**config.mk**
```make
export PLATFORM = sky130hd
export DESIGN_NAME = note_sequencer
export DESIGN_NICKNAME = d
export VERILOG_FILES = /design/src/rtl/note_sequencer.sv
export SDC_FILE = /design/constraint.sdc
export NUM_CORES = 1
export LEC_CHECK = 0
export ABC_AREA = 1
export CELL_PAD_IN_SITES_DETAIL_PLACEMENT = 1
export CELL_PAD_IN_SITES_GLOBAL_PLACEMENT = 2
export CORE_ASPECT_RATIO = 0.75
export CORE_MARGIN = 4
export CORE_UTILIZATION = 23
export DETAILED_ROUTE_END_ITERATION = 10
export GPL_TIMING_DRIVEN = 0
export PLACE_DENSITY = 0.87
export RECOVER_POWER = 100
export SYNTH_ARGS = -nofsm -noshare
export SYNTH_HDL_FRONTEND = slang
export SYNTH_SLANG_ARGS = --single-unit
export TNS_END_PERCENT = 5
```
**constraint.sdc**
```tcl
create_clock -name i_clk -period 1.6 [get_ports i_clk]
set_input_delay 0.48 -clock i_clk [delete_from_list [all_inputs] [get_ports i_clk]]
set_output_delay 0.48 -clock i_clk [all_outputs]
set_load 0.005 [all_outputs]
```
**src/rtl/note_sequencer.sv**
```systemverilog
// Song-table walker: fetches one word per note, drives the voice,
// loads duration_counter and advances on its done pulse.
module note_sequencer #(
  parameter int ADDR_WIDTH  = 8,
  parameter int PITCH_WIDTH = 6
) (
  input  logic                   i_clk,
  input  logic                   i_rst_n,
  input  logic                   i_start,
  input  logic                   i_stop,
  input  logic                   i_loop,
  output logic                   o_rd_en,
  output logic [ADDR_WIDTH-1:0]  o_addr,
  input  logic [PITCH_WIDTH+6:0] i_data,
  output logic                   o_load,
  output logic [4:0]             o_duration,
  input  logic                   i_done,
  output logic [PITCH_WIDTH-1:0] o_pitch,
  output logic                   o_gate,
  output logic                   o_busy
);

  typedef enum logic [1:0] {
    IDLE,
    FETCH,
    DECODE,
    PLAY
  } state_t;

  state_t state;
  state_t state_nx;
  logic   played;

  logic [4:0]             w_dur;
  logic [PITCH_WIDTH-1:0] w_pitch;
  logic                   w_rest;
  logic                   w_end;

  assign w_dur   = i_data[4:0];
  assign w_pitch = i_data[4+PITCH_WIDTH:5];
  assign w_rest  = i_data[5+PITCH_WIDTH];
  assign w_end   = i_data[6+PITCH_WIDTH];

  always_ff @(posedge i_clk or negedge i_rst_n) begin
    if (!i_rst_n) begin
      state <= IDLE;
    end else begin
      state <= state_nx;
    end
  end

  always_comb begin
    state_nx = state;
    case (state)
      IDLE: begin
        if (i_start) state_nx = FETCH;
      end
      FETCH: begin
        state_nx = DECODE;
      end
      DECODE: begin
        if (w_end) begin
          // played guards against spinning on a table that starts with end
          state_nx = (i_loop && played) ? FETCH : IDLE;
        end else begin
          state_nx = PLAY;
        end
      end
      PLAY: begin
        if (i_done) state_nx = FETCH;
      end
      default: begin
        state_nx = IDLE;
      end
    endcase
    if (i_stop) state_nx = IDLE;
  end

  always_comb begin
    o_rd_en    = (state == FETCH);
    o_load     = (state == DECODE) && !w_end && !i_stop;
    o_duration = o_load ? w_dur : 5'd0;
    o_busy     = (state != IDLE);
  end

  always_ff @(posedge i_clk or negedge i_rst_n) begin
    if (!i_rst_n) begin
      o_addr  <= '0;
      o_pitch <= '0;
      o_gate  <= 1'b0;
      played  <= 1'b0;
    end else if (i_stop) begin
      if (state != IDLE) o_gate <= 1'b0;
    end else begin
      case (state)
        IDLE: begin
          if (i_start) begin
            o_addr <= '0;
            played <= 1'b0;
          end
        end
        DECODE: begin
          if (w_end) begin
            if (i_loop && played) begin
              o_addr <= '0;
              played <= 1'b0;
            end else begin
              o_gate <= 1'b0;
            end
          end else begin
            o_pitch <= w_pitch;
            o_gate  <= ~w_rest;
            played  <= 1'b1;
          end
        end
        PLAY: begin
          if (i_done) o_addr <= o_addr + 1'b1;
        end
        default: begin
        end
      endcase
    end
  end

endmodule

```
# Word level (Yosys, flattened, before mapping)
# Index checks and enable logic that the tools add are counted.
# Widths: inputs -> output; s select.
[totals] in_bits=19 register_bits=18 word_cells=57 output_inout_bits=23
[classes] n_bitwise=3 reduce_logical=15 muxes=21 n_eq_ne=12 n_addsub=1
[ops] op="$mux 8" count=4
[ops] op="$pmux 8 s3" count=1
[ops] op="$mux 1" count=9
[ops] op="$ne 3x3->1 const B" count=3
[ops] op="$add 8x1->8 const B" count=1
[ops] op="$mux 2" count=4
[ops] op="$pmux 2 s4" count=1
[ops] op="$ne 2x2->1 const B" count=3
[ops] op="$reduce_and 3->1" count=2
[ops] op="$reduce_and 6->1" count=1
[ops] op="$reduce_bool 2->1" count=3
[ops] op="$mux 5" count=1
[ops] op="$eq 2x2->1 const B" count=2
[ops] op="$ne 2x1->1 const B" count=2
[ops] op="$reduce_and 4->1" count=1
[ops] op="$logic_and 1x1->1" count=3
[ops] op="$ne 3x2->1 const B" count=1
[ops] op="$not 1->1" count=3
[ops] op="$reduce_bool 3->1" count=1
[ops] op="$eq 2x1->1 const B" count=1
[ops] op="$logic_not 1->1" count=2
[ops] op="$logic_not 2->1" count=1
[ops] op="$pmux 1 s2" count=1
[ops] op="$reduce_and 2->1" count=1

# Depth between registers and ports, before layout
# Gate-level depths: netlist of run 1.
[logic_depth] depth_word=5 ltp_mapped=8 depth_no_buf=8

# Worst setup path after synthesis of run 1
# No wires, ideal clock.
[synth_path] path_type="register -> output" start="register state[0]" end="output port o_duration[0]" t_required_ns=1.120 stages_incl_launch_ff=5 t_arrival_ns=0.941 setup_slack_ns=0.179 n_path_buf=0 cell_sequence="dfrtp_1 -> inv_1 -> ha_1 -> nand2_1 -> nor2_1"
[synth_between] elab_chain_len=4
[synth_lines] item="start: declaration" line_no="30" text="state_t state;"
[synth_lines] item="start signal: assignment" line_no="48" text="state <= state_nx;"
[synth_lines] item="$eq 2x2->1" line_no="81" text="o_load = (state == DECODE) && !w_end && !i_stop;"
[synth_lines] item="$logic_and 1x1->1 (2 in a row)" line_no="81"
[synth_lines] item="$mux 5" line_no="82" text="o_duration = o_load ? w_dur : 5'd0;"
[synth_lines] item="end: declaration" line_no="16" text="output logic [4:0] o_duration,"
# No other way between the ends.

# Worst setup path after layout of run 1
[layout_path] start="register state[1]" end="output port o_rd_en"
[layout_between] elab_chain_len=1
[layout_lines] item="$eq 2x1->1" line_no="80" text="o_rd_en = (state == FETCH);"
[layout_lines] item="end: declaration" line_no="12" text="output logic o_rd_en,"
# No other way between the ends.

==> metrics.txt, run 1 <==
outcome finished with violations; violated checks negative setup slack; GRT Overall Usage 0.124; worst endpoint required time 1.12 ns; die outline area 5820 sq um; Lkg Pwr between 0.9 and 1 nW; Power per Cell Area a little under 900 nW/um^2; top fanout value on the critical path 4; number of nets in the synthesized netlist 162; category of the critical setup timing path reg -> out; port buffer count 41; net total in the final layout 220; detail-routed net length per standard cell 13.3 um; number of H-tree levels 1; DRT Pass-1 Iters 4; total number of clock tree sinks 18; FF+latch count, synth 18; count of max-cap constraint violations 0; number of synthesized flops with an enable pin 0; unrepaired setup endpoints after global routing yes; number of ports placed on the die boundary 42; utilization of the core after routing 0.394; detail-routed via count per cell 4.21; post-detailed-route DRC marker count 0; Die H 67.1 um; wire length of the first global-routing pass approximately 5600 um; worst hold slack 0.491 ns; post-layout total power 1.54 mW; antenna violations before repair 0; Warnings, synthesis 0; summed instance area of the synthesized netlist 1070 sq um; global route overflow 0; die width a little under 90 um; clock latency of the later-clocked register in the worst-skew pair 0.25 ns; syn avg cell area 7.82 sq um; fraction of the cycle the final worst path needs 1.05; critical register-to-register path startpoint state[0]; post-detailed-routing wire length between 3000 and 4000 um; Syn Inst Count 137; synth unique cells 20; P&R area growth vs syn 64.4%; TritonCTS clock tree yes; cell chosen for the clock root sky130_fd_sc_hd__clkbuf_8; share of flip-flops with an asynchronous set or reset after synthesis 1.00; worst-case headroom to the max-slew limit 0.417; CTS Buffer Depth 2; CP Launch Point state[1]; total core area 4470 sq um; Fin Clk Skew 0.00388 ns; highest ir drop seen on vdd 0.689 mV; Primary FF master, synth sky130_fd_sc_hd__dfrtp_1; clock buffer count from CTS 3; worst-case setup slack after placement -0.919 ns; WP data arrival 1.21 ns; f_max 593 MHz; drt initial violations 37; Min-Delay Startpoint o_pitch[1]; via count of the first global-routing pass ~1200; final count of pins violating max slew 0; proportion of layout cells with a drive suffix above 1 0.237; overall via count from detail_route 1056; initial cell density of the core 0.240; number of failing setup endpoints in the final timing report 8; measured slew at the worst slew-check pin 0.871 ns; sequential fraction of the synthesis area 0.421; kind of capture point of the worst setup path output port; pin count of the biggest net entering global routing 19; HPWL reported at the end of detailed placement 2250 um; final-layout fill cell count 550; antenna diode count 0; worst min-delay path class reg -> reg; Clk pin slew, worst setup/hold paths about 0.07 ns; time the final worst path needs with I/O delays and setup 1.69 ns; final number of hold-violating endpoints 0; number of placement rows 21; number of antenna-violating nets in the routed design 0; fin worst setup slack -0.0874 ns; Final Wtd Congestion between 0.7 and 0.8; crit start category register
==> sequential cells by signal, summed over array words and instances (netlist names) <==
name and count:
played 1, state 2, o_gate 1, o_pitch 6, o_addr 8
==> per-stage QoR <==
stage,instances,TNS [ns],instance area (sq um)
after floorplan,137,0,1070
after global placement,235,-8.07,1550
after detailed placement,235,-8.52,1550
after CTS,250,-1.22,1720
after global routing,251,-1.64,1760
final,251,-0.594,1760
==> cells in the mapped netlist, drive strengths merged (2+ instances only) <==
cell type | instances | area [sq um]
o21ai | 7 | 35.0
ha | 6 | 75.1
a21oi | 2 | 10.0
mux2 | 6 | 67.6
nand2 | 48 | 188
nor2 | 11 | 46.3
xnor2 | 2 | 17.5
nand4 | 2 | 12.5
inv | 22 | 82.6
nand3 | 8 | 40.0
dfrtp | 18 | 450
==> critical path: stages, from the launching register on <==
cell and delay [ns]:
sky130_fd_sc_hd__dfrtp_2 0.42, sky130_fd_sc_hd__buf_6 0.13, sky130_fd_sc_hd__inv_6 0.06, sky130_fd_sc_hd__ha_4 0.14, sky130_fd_sc_hd__clkdlybuf4s15_2 0.20
==> per-layer routing <==
layer,part of all wire,vias up,track usage
li1,-,542,-
met1,0.47,489,0.159
met2,0.45,25,0.203
met3,0.080,0,0.0494
met4,0,0,0.0117
met5,0,-,0
==> layout by cell type (no fill, tap or decap), drive strengths merged, types with 3 or more instances in the layout <==
| cell | Yosys | routed |
|---|---|---|
| ha | 6 | 6 |
| nor2 | 11 | 11 |
| nand2 | 48 | 48 |
| dfrtp | 18 | 18 |
| mux2 | 6 | 6 |
| clkbuf | 0 | 6 |
| o21ai | 7 | 7 |
| buf | 0 | 17 |
| nand3 | 8 | 8 |
| clkdlybuf4s25 | 0 | 4 |
| dlygate4sd2 | 0 | 11 |
| clkdlybuf4s15 | 0 | 3 |
| inv | 22 | 22 |
| clkdlybuf4s50 | 0 | 15 |
==> logic make-up (layout without fill, tap and decap cells) <==
group / after synthesis / in the layout / share of synthesized area
compound gates: 11 / 11 / 0.0561
simple gates: 72 / 72 / 0.297
fa+ha+maj: 6 / 6 / 0.0701
mux: 6 / 6 / 0.0631
flops: 18 / 18 / 0.421
xor+xnor: 2 / 2 / 0.0164
buf+inv: 22 / 79 / 0.0771
==> power breakdown <==
group | internal (mW) | leakage, nW | switching, mW
sequential | 0.539 | 0.241 | 0.0438
combinational | 0.313 | 0.655 | 0.268
clock | 0.219 | 0.0288 | 0.161
==> path summary, 6_finish.rpt <==
path / endpoint / slack, ns / cells past startpoint
max: o_rd_en / -0.09 / 4
min: o_pitch[1] / 0.49 / 1
max reg2reg: o_addr[0] / 0.02 / 7
min reg2reg: o_pitch[1] / 0.49 / 1
max in group asynchronous: state[1] / 0.23 / 1
min in group asynchronous: played / 0.78 / 1
==> layout make-up <==
cell class                      instances  area, sq um  area share
Multi-Input combinational cell         97          626       0.355
Timing Repair Buffer                   53          467       0.265
Sequential cell                        18          454       0.258
Inverter                               22         87.6      0.0498
Tap cell                               57         71.3      0.0405
Clock buffer                            4         55.1      0.0313
==> what timing repair did <==
| item | CTS | global route |
|---|---|---|
| resized for setup | 65 | 18 |
| setup buffers | 11 | 1 |
| hold buffers | 0 | 0 |
| pin swaps | 4 | 6 |
| setup endpoints to repair | 20 | 26 |
(Power assumes the default switching activity.)
==> run 2, diff against run 1 <==
--- a/config.mk
+++ b/config.mk
@@ -6,14 +6,12 @@
 export NUM_CORES = 1
 export LEC_CHECK = 0
 export ABC_AREA = 1
-export CELL_PAD_IN_SITES_DETAIL_PLACEMENT = 1
-export CELL_PAD_IN_SITES_GLOBAL_PLACEMENT = 2
 export CORE_ASPECT_RATIO = 0.75
 export CORE_MARGIN = 4
-export CORE_UTILIZATION = 23
+export CORE_UTILIZATION = 43
 export DETAILED_ROUTE_END_ITERATION = 10
 export GPL_TIMING_DRIVEN = 0
-export PLACE_DENSITY = 0.87
+export PLACE_DENSITY = 0.88
 export RECOVER_POWER = 100
 export SYNTH_ARGS = -nofsm -noshare
 export SYNTH_HDL_FRONTEND = slang
==> metrics.txt, run 2 (same netlist as run 1, synthesis figures left out) <==
post-layout total power 1.46 mW (-5.5%); clock latency of the later-clocked register in the worst-skew pair 0.32 ns (+0.07 ns); wire length of the first global-routing pass 5810 um (+3.7%); worst reg-to-reg path cell count 9 (+2); via count of the first global-routing pass 1245 (+7.7%); unrepaired setup endpoints after global routing yes; detail-routed via count per cell 5.32 (+27%); number of H-tree levels 1 (unchanged); antenna violations before repair 0 (unchanged); total core area 2330 sq um (-48%); fin cells 235 (-6.4%); worst min-delay path class reg -> reg; DRT Pass-1 Iters 4 (unchanged); Power per Cell Area 830 nW/um^2 (-5.4%); die width 65.6 um (-24%); clock buffer count from CTS 3 (unchanged); Net Switching 484 uW (+2.5%); proportion of layout cells with a drive suffix above 1 0.274 (+0.0365); overall via count from detail_route 1251 (+18%); count of max-cap constraint violations 0 (unchanged); Worst Hold Path Cells 1 (unchanged); leading cell types in the layout, fill and taps excluded sky130_fd_sc_hd__nand2_1, sky130_fd_sc_hd__inv_1, sky130_fd_sc_hd__dlygate4sd2_1, sky130_fd_sc_hd__dfrtp_1, sky130_fd_sc_hd__buf_4; Lkg Pwr 0.980 nW (+6.0%); Fin Clk Skew 0.0203 ns (+0.0164 ns); TritonCTS clock tree yes; number of antenna-violating nets in the routed design 0 (unchanged); drt initial violations 67 (+81%); category of the critical setup timing path reg -> out; fraction of the cycle the final worst path needs 1.09 (+0.0374); reg-to-reg setup timing slack -0.08 ns (-0.10 ns); pin count of the biggest net entering global routing 19 (unchanged); number of ports placed on the die boundary 42 (unchanged); number of failing setup endpoints in the final timing report 13 (+5); power share of the clock group 0.205 (-0.041); final count of pins violating max slew 0 (unchanged); violated checks negative setup slack; GRT Overall Usage 0.231 (+0.107); global route overflow 0 (unchanged); Final Wtd Congestion 0.858 (+12%); WP data arrival 1.27 ns (+0.06 ns); kind of capture point of the worst setup path output port; Clk pin slew, worst setup/hold paths 0.10 ns (+0.03 ns); leading cell type in the layout, fill and taps excluded sky130_fd_sc_hd__nand2_1; P&R area growth vs syn 64.1%; initial cell density of the core 0.460 (+0.220); post-detailed-routing wire length 3800 um (+14%); final number of hold-violating endpoints 0 (unchanged); top fanout value on the critical path 6 (+2); f_max 572 MHz (-3.4%); utilization of the core after routing 0.755 (+0.361); HPWL reported at the end of detailed placement 2080 um (-8.0%); largest reg by FF count o_addr; # placed instances 212 (-9.8%); net total in the final layout 227 (+3.2%); register share of total power 0.398 (+0.020); Die H 51.2 um (-24%); post-detailed-route DRC marker count 0 (unchanged); port buffer count 41 (unchanged); total number of clock tree sinks 18 (unchanged); time the final worst path needs with I/O delays and setup 1.75 ns (+0.0599 ns); largest registers ranked by flip-flop count o_addr: 8 flops, o_pitch: 6 flops, state: 2 flops; number of flip-flops in the largest register 8 (unchanged); die outline area 3360 sq um (-42%); CTS Buffer Depth 2 (unchanged); worst-case setup slack after placement -0.824 ns (+0.0945 ns); antenna diode count 0 (unchanged); highest ir drop seen on vdd 0.724 mV (+5.1%); worst endpoint required time 1.12 ns (about the same); number of placement rows 15 (-29%); cell chosen for the clock root sky130_fd_sc_hd__clkbuf_4; detail-routed net length per standard cell 16.2 um (+22%); outcome finished with violations; switching share of power 0.332 (+0.0258); Internal Power 975 uW (-9.0%); crit start category register; measured slew at the worst slew-check pin 0.805 ns (-0.0665 ns); fin worst setup slack -0.147 ns (-0.0599 ns); Comb pwr share 0.396 (+0.019); worst-case headroom to the max-slew limit 0.462 (+0.0445)
-- run 2: changes by cell type in the layout (fill, tap and decap cells not counted), sizes merged --
cell,previous run,this run
clkdlybuf4s25,4,0
clkdlybuf4s15,3,0
dlygate4sd2,11,17
clkbuf,6,4
buf,17,27
-- run 2: path summary, 6_finish.rpt --
| check | to | start |
|---|---|---|
| worst max-delay path | o_duration[4] | state[0] |
| worst min-delay path | o_pitch[3] | o_pitch[3] |
| worst max register to register | o_addr[5] | state[0] |
| worst min register to register | o_pitch[3] | o_pitch[3] |
| max in group asynchronous | o_addr[2] | i_rst_n |
| min in group asynchronous | played | i_rst_n |
-- run 2: stage by stage --
stage	setup TNS [ns]	instance area [sq um]	hold slack (ns)
after floorplan	0	1070	0.184
final	-1.07	1760	0.496
after global placement	-6.97	1520	0.471
after detailed placement	-7.70	1520	0.478
after CTS	-0.804	1700	0.503
after global routing	-1.97	1760	0.517
-- run 2: what timing repair did --
action,4_1_cts,5_1_grt
endpoints found under the setup margin,23,18
pin swaps,4,12
resized for setup,67,11
buffers inserted,18,1
hold buffers,0,0
-- run 2: routing by layer --
layer / share of wire / routed length [um] / global-route usage / vias up
met2: 0.49 / 1860 / 0.384 / 90
met1: 0.36 / 1350 / 0.250 / 577
met5: 0 / 0 / 0 / -
met3: 0.094 / 357 / 0.0901 / 27
met4: 0.059 / 225 / 0.131 / 0
li1: - / - / - / 557
-- run 2: power groups by stage --
stage / Combinational [mW] / Clock [mW] / Sequential, mW
global route: 0.624 / 0.325 / 0.593
finish: 0.578 / 0.299 / 0.581
global placement: 0.463 / 0 / 0.589
CTS: 0.519 / 0.302 / 0.582
floorplan: 0.189 / 0 / 0.597
detailed placement: 0.474 / 0 / 0.596
-- run 2: worst max-delay path, cell delays in order, from the launching register on --
cell and delay, ns:
sky130_fd_sc_hd__dfrtp_1 0.40, sky130_fd_sc_hd__inv_2 0.10, sky130_fd_sc_hd__ha_4 0.16, sky130_fd_sc_hd__nand2_4 0.07
sky130_fd_sc_hd__nor2_1 0.10, sky130_fd_sc_hd__buf_2 0.14
-- run 2: final cells by class --
type | count | area, sq um
tap | 34 | 42.5
clock buffer | 4 | 36.3
sequential | 18 | 452
inverter | 22 | 82.6
multi-input combinational | 97 | 642
timing repair buffer | 60 | 503
fill | 173 | 569
==> run 3, diff against run 2 <==
--- a/config.mk
+++ b/config.mk
@@ -8,10 +8,10 @@
 export ABC_AREA = 1
 export CORE_ASPECT_RATIO = 0.75
 export CORE_MARGIN = 4
-export CORE_UTILIZATION = 43
+export CORE_UTILIZATION = 40
 export DETAILED_ROUTE_END_ITERATION = 10
 export GPL_TIMING_DRIVEN = 0
-export PLACE_DENSITY = 0.88
+export PLACE_DENSITY = 0.72
 export RECOVER_POWER = 100
 export SYNTH_ARGS = -nofsm -noshare
 export SYNTH_HDL_FRONTEND = slang
==> metrics.txt, run 3 (same netlist as run 1, synthesis figures left out) <==
detail-routed net length per standard cell 13.5 um (-17%); port buffer count 41 (unchanged); net total in the final layout 220 (-3.1%); Clk pin slew, worst setup/hold paths 0.12 ns (+0.02 ns); total core area 2420 sq um (+4.0%); time the final worst path needs with I/O delays and setup 1.80 ns (+0.0525 ns); worst endpoint required time 1.12 ns (about the same); fin worst setup slack -0.200 ns (-0.0525 ns); category of the critical setup timing path reg -> out; Fin Clk Skew 0.0162 ns (-0.00401 ns); HPWL reported at the end of detailed placement 2030 um (-2.0%); pin count of the biggest net entering global routing 19 (unchanged); measured slew at the worst slew-check pin 0.826 ns (+0.0212 ns); worst min-delay path class reg -> reg; Die H 52.8 um (+3.1%); fraction of the cycle the final worst path needs 1.12 (+0.0328); die width 67.8 um (+3.2%); wire length of the first global-routing pass 5060 um (-13%); number of placement rows 15 (unchanged); Worst Hold Path Cells 1 (unchanged); outcome finished with violations; die outline area 3580 sq um (+6.4%); Final Wtd Congestion 0.862 (+0.44%); number of ports placed on the die boundary 42 (unchanged); r2r endpoint o_addr[3]; clock buffer count from CTS 3 (unchanged); Min-Delay Endpoint o_pitch[0]; violated checks negative setup slack; kind of capture point of the worst setup path output port; worst reg-to-reg path cell count 10 (+1); fraction of met1 tracks used by global routing 0.234 (-0.0159); Internal Power 982 uW (+0.76%); number of antenna-violating nets in the routed design 0 (unchanged); f_max 556 MHz (-2.9%); Comb pwr share 0.388 (-0.008); antenna violations before repair 0 (unchanged); count of hold-fix buffers inserted at cts 0 (unchanged); proportion of layout cells with a drive suffix above 1 0.237 (-0.0365); post-detailed-routing wire length 3080 um (-19%); global route overflow 0 (unchanged); Min-Delay Startpoint o_pitch[0]; clock latency of the later-clocked register in the worst-skew pair 0.31 ns (about the same); total number of clock tree sinks 18 (unchanged); GR Layer Usage met2 0.331 (-0.0532); busiest metal layer after global routing met2; leading cell types in the layout, fill and taps excluded sky130_fd_sc_hd__nand2_1, sky130_fd_sc_hd__inv_1, sky130_fd_sc_hd__dlygate4sd2_1, sky130_fd_sc_hd__dfrtp_1, sky130_fd_sc_hd__clkdlybuf4s50_1; leading cell type in the layout, fill and taps excluded sky130_fd_sc_hd__nand2_1; critical register-to-register path startpoint state[0]; worst-case headroom to the max-slew limit 0.448 (-0.0142); number of flip-flops in the largest register 8 (unchanged); fin area 1690 sq um (-4.1%); antenna diode count 0 (unchanged); detail-routed via count per cell 4.80 (-9.8%); GRT Overall Usage 0.197 (-0.0346); utilization of the core after routing 0.696 (-0.0593); drt initial violations 50 (-25%); final number of hold-violating endpoints 0 (unchanged); P&R area growth vs syn 57.4%; highest ir drop seen on vdd 0.431 mV (-40%); final count of pins violating max slew 0 (unchanged); dpl cell area 1520 sq um (unchanged); overall via count from detail_route 1095 (-12%); power share of the clock group 0.205 (about the same); post-detailed-route DRC marker count 0 (unchanged); Power per Cell Area 853 nW/um^2 (+2.8%); initial cell density of the core 0.442 (-0.0178); top fanout value on the critical path 2 (-4); Global Route met3 Usage 0.0601 (-0.0300); number of failing setup endpoints in the final timing report 16 (+3); cell chosen for the clock root sky130_fd_sc_hd__clkbuf_4; CTS Buffer Depth 2 (unchanged); largest reg by FF count o_addr; unrepaired setup endpoints after global routing yes; TritonCTS clock tree yes; DRT Pass-1 Iters 4 (unchanged); switching share of power 0.317 (-0.0147); WP data arrival 1.32 ns (+0.05 ns); largest registers ranked by flip-flop count o_addr: 8 flops, o_pitch: 6 flops, state: 2 flops; count of max-cap constraint violations 0 (unchanged); Lkg Pwr 0.937 nW (-4.4%); via count of the first global-routing pass 1087 (-13%); reg-to-reg setup timing slack -0.10 ns (-0.02 ns); Net Switching 456 uW (-5.8%); register share of total power 0.407 (+0.009); crit start category register; number of H-tree levels 1 (unchanged)
[run 3: changes by cell type in the layout (fill, tap and decap cells not counted), sizes merged]
| cell | before | now |
|---|---|---|
| clkdlybuf4s15 | 0 | 1 |
| buf | 27 | 19 |
[run 3: cell type report]
type	count	area (sq um)
clock buffer	4	36.3
fill	193	736
inverter	22	82.6
multi-input combinational	97	607
sequential	18	452
tap	34	42.5
timing repair buffer	53	465
[run 3: worst max-delay path by stage]
| stage | startpoint | endpoint | slack [ns] | cells after the start |
|---|---|---|---|---|
| 3_5_place_dp | i_data[12] | o_duration[3] | -0.84 | 5 |
| 6_report | state[0] | o_busy | -0.20 | 6 |
| 4_1_cts | state[0] | o_busy | -0.16 | 6 |
| 5_1_grt | state[0] | o_duration[1] | -0.25 | 5 |
| 2_1_floorplan | state[0] | o_duration[0] | 0.18 | 4 |
| 3_3_place_gp | i_data[12] | o_duration[4] | -0.81 | 5 |
[run 3: per-stage QoR]
stage / hold WS [ns] / worst slack [ns] / setup TNS (ns) / power, mW / instances
global route: 0.525 / -0.246 / -3.13 / 1.53 / 228
floorplan: 0.184 / 0.179 / 0 / 0.786 / 137
finish: 0.496 / -0.200 / -1.85 / 1.44 / 228
detailed placement: 0.484 / -0.841 / -7.82 / 1.08 / 212
global placement: 0.472 / -0.809 / -7.20 / 1.06 / 212
CTS: 0.504 / -0.162 / -1.39 / 1.42 / 228
[run 3: worst max-delay path, cell delays in order, from the launching register on]
cell and delay (ns):
sky130_fd_sc_hd__dfrtp_1 0.42, sky130_fd_sc_hd__inv_2 0.08, sky130_fd_sc_hd__buf_6 0.12, sky130_fd_sc_hd__buf_6 0.11, sky130_fd_sc_hd__ha_4 0.16, sky130_fd_sc_hd__inv_2 0.05
sky130_fd_sc_hd__buf_6 0.08
[run 3: power groups by stage]
| stage | Clock, mW | Sequential, mW | Combinational (mW) |
|---|---|---|---|
| floorplan | 0 | 0.597 | 0.189 |
| global placement | 0 | 0.589 | 0.467 |
| detailed placement | 0 | 0.597 | 0.478 |
| CTS | 0.299 | 0.585 | 0.539 |
| global route | 0.324 | 0.597 | 0.609 |
| finish | 0.295 | 0.585 | 0.558 |
[run 3: repair_timing]
item | in CTS | in global routing
pin swaps | 3 | 2
setup endpoints to repair | 23 | 24
setup buffers | 12 | 0
gates resized for setup | 66 | 7
[run 3: metal layers]
| layer | share of wire | wire (um) |
|---|---|---|
| met5 | 0 | 0 |
| met4 | 0.020 | 61 |
| met3 | 0.052 | 161 |
| met2 | 0.49 | 1500 |
| met1 | 0.44 | 1360 |
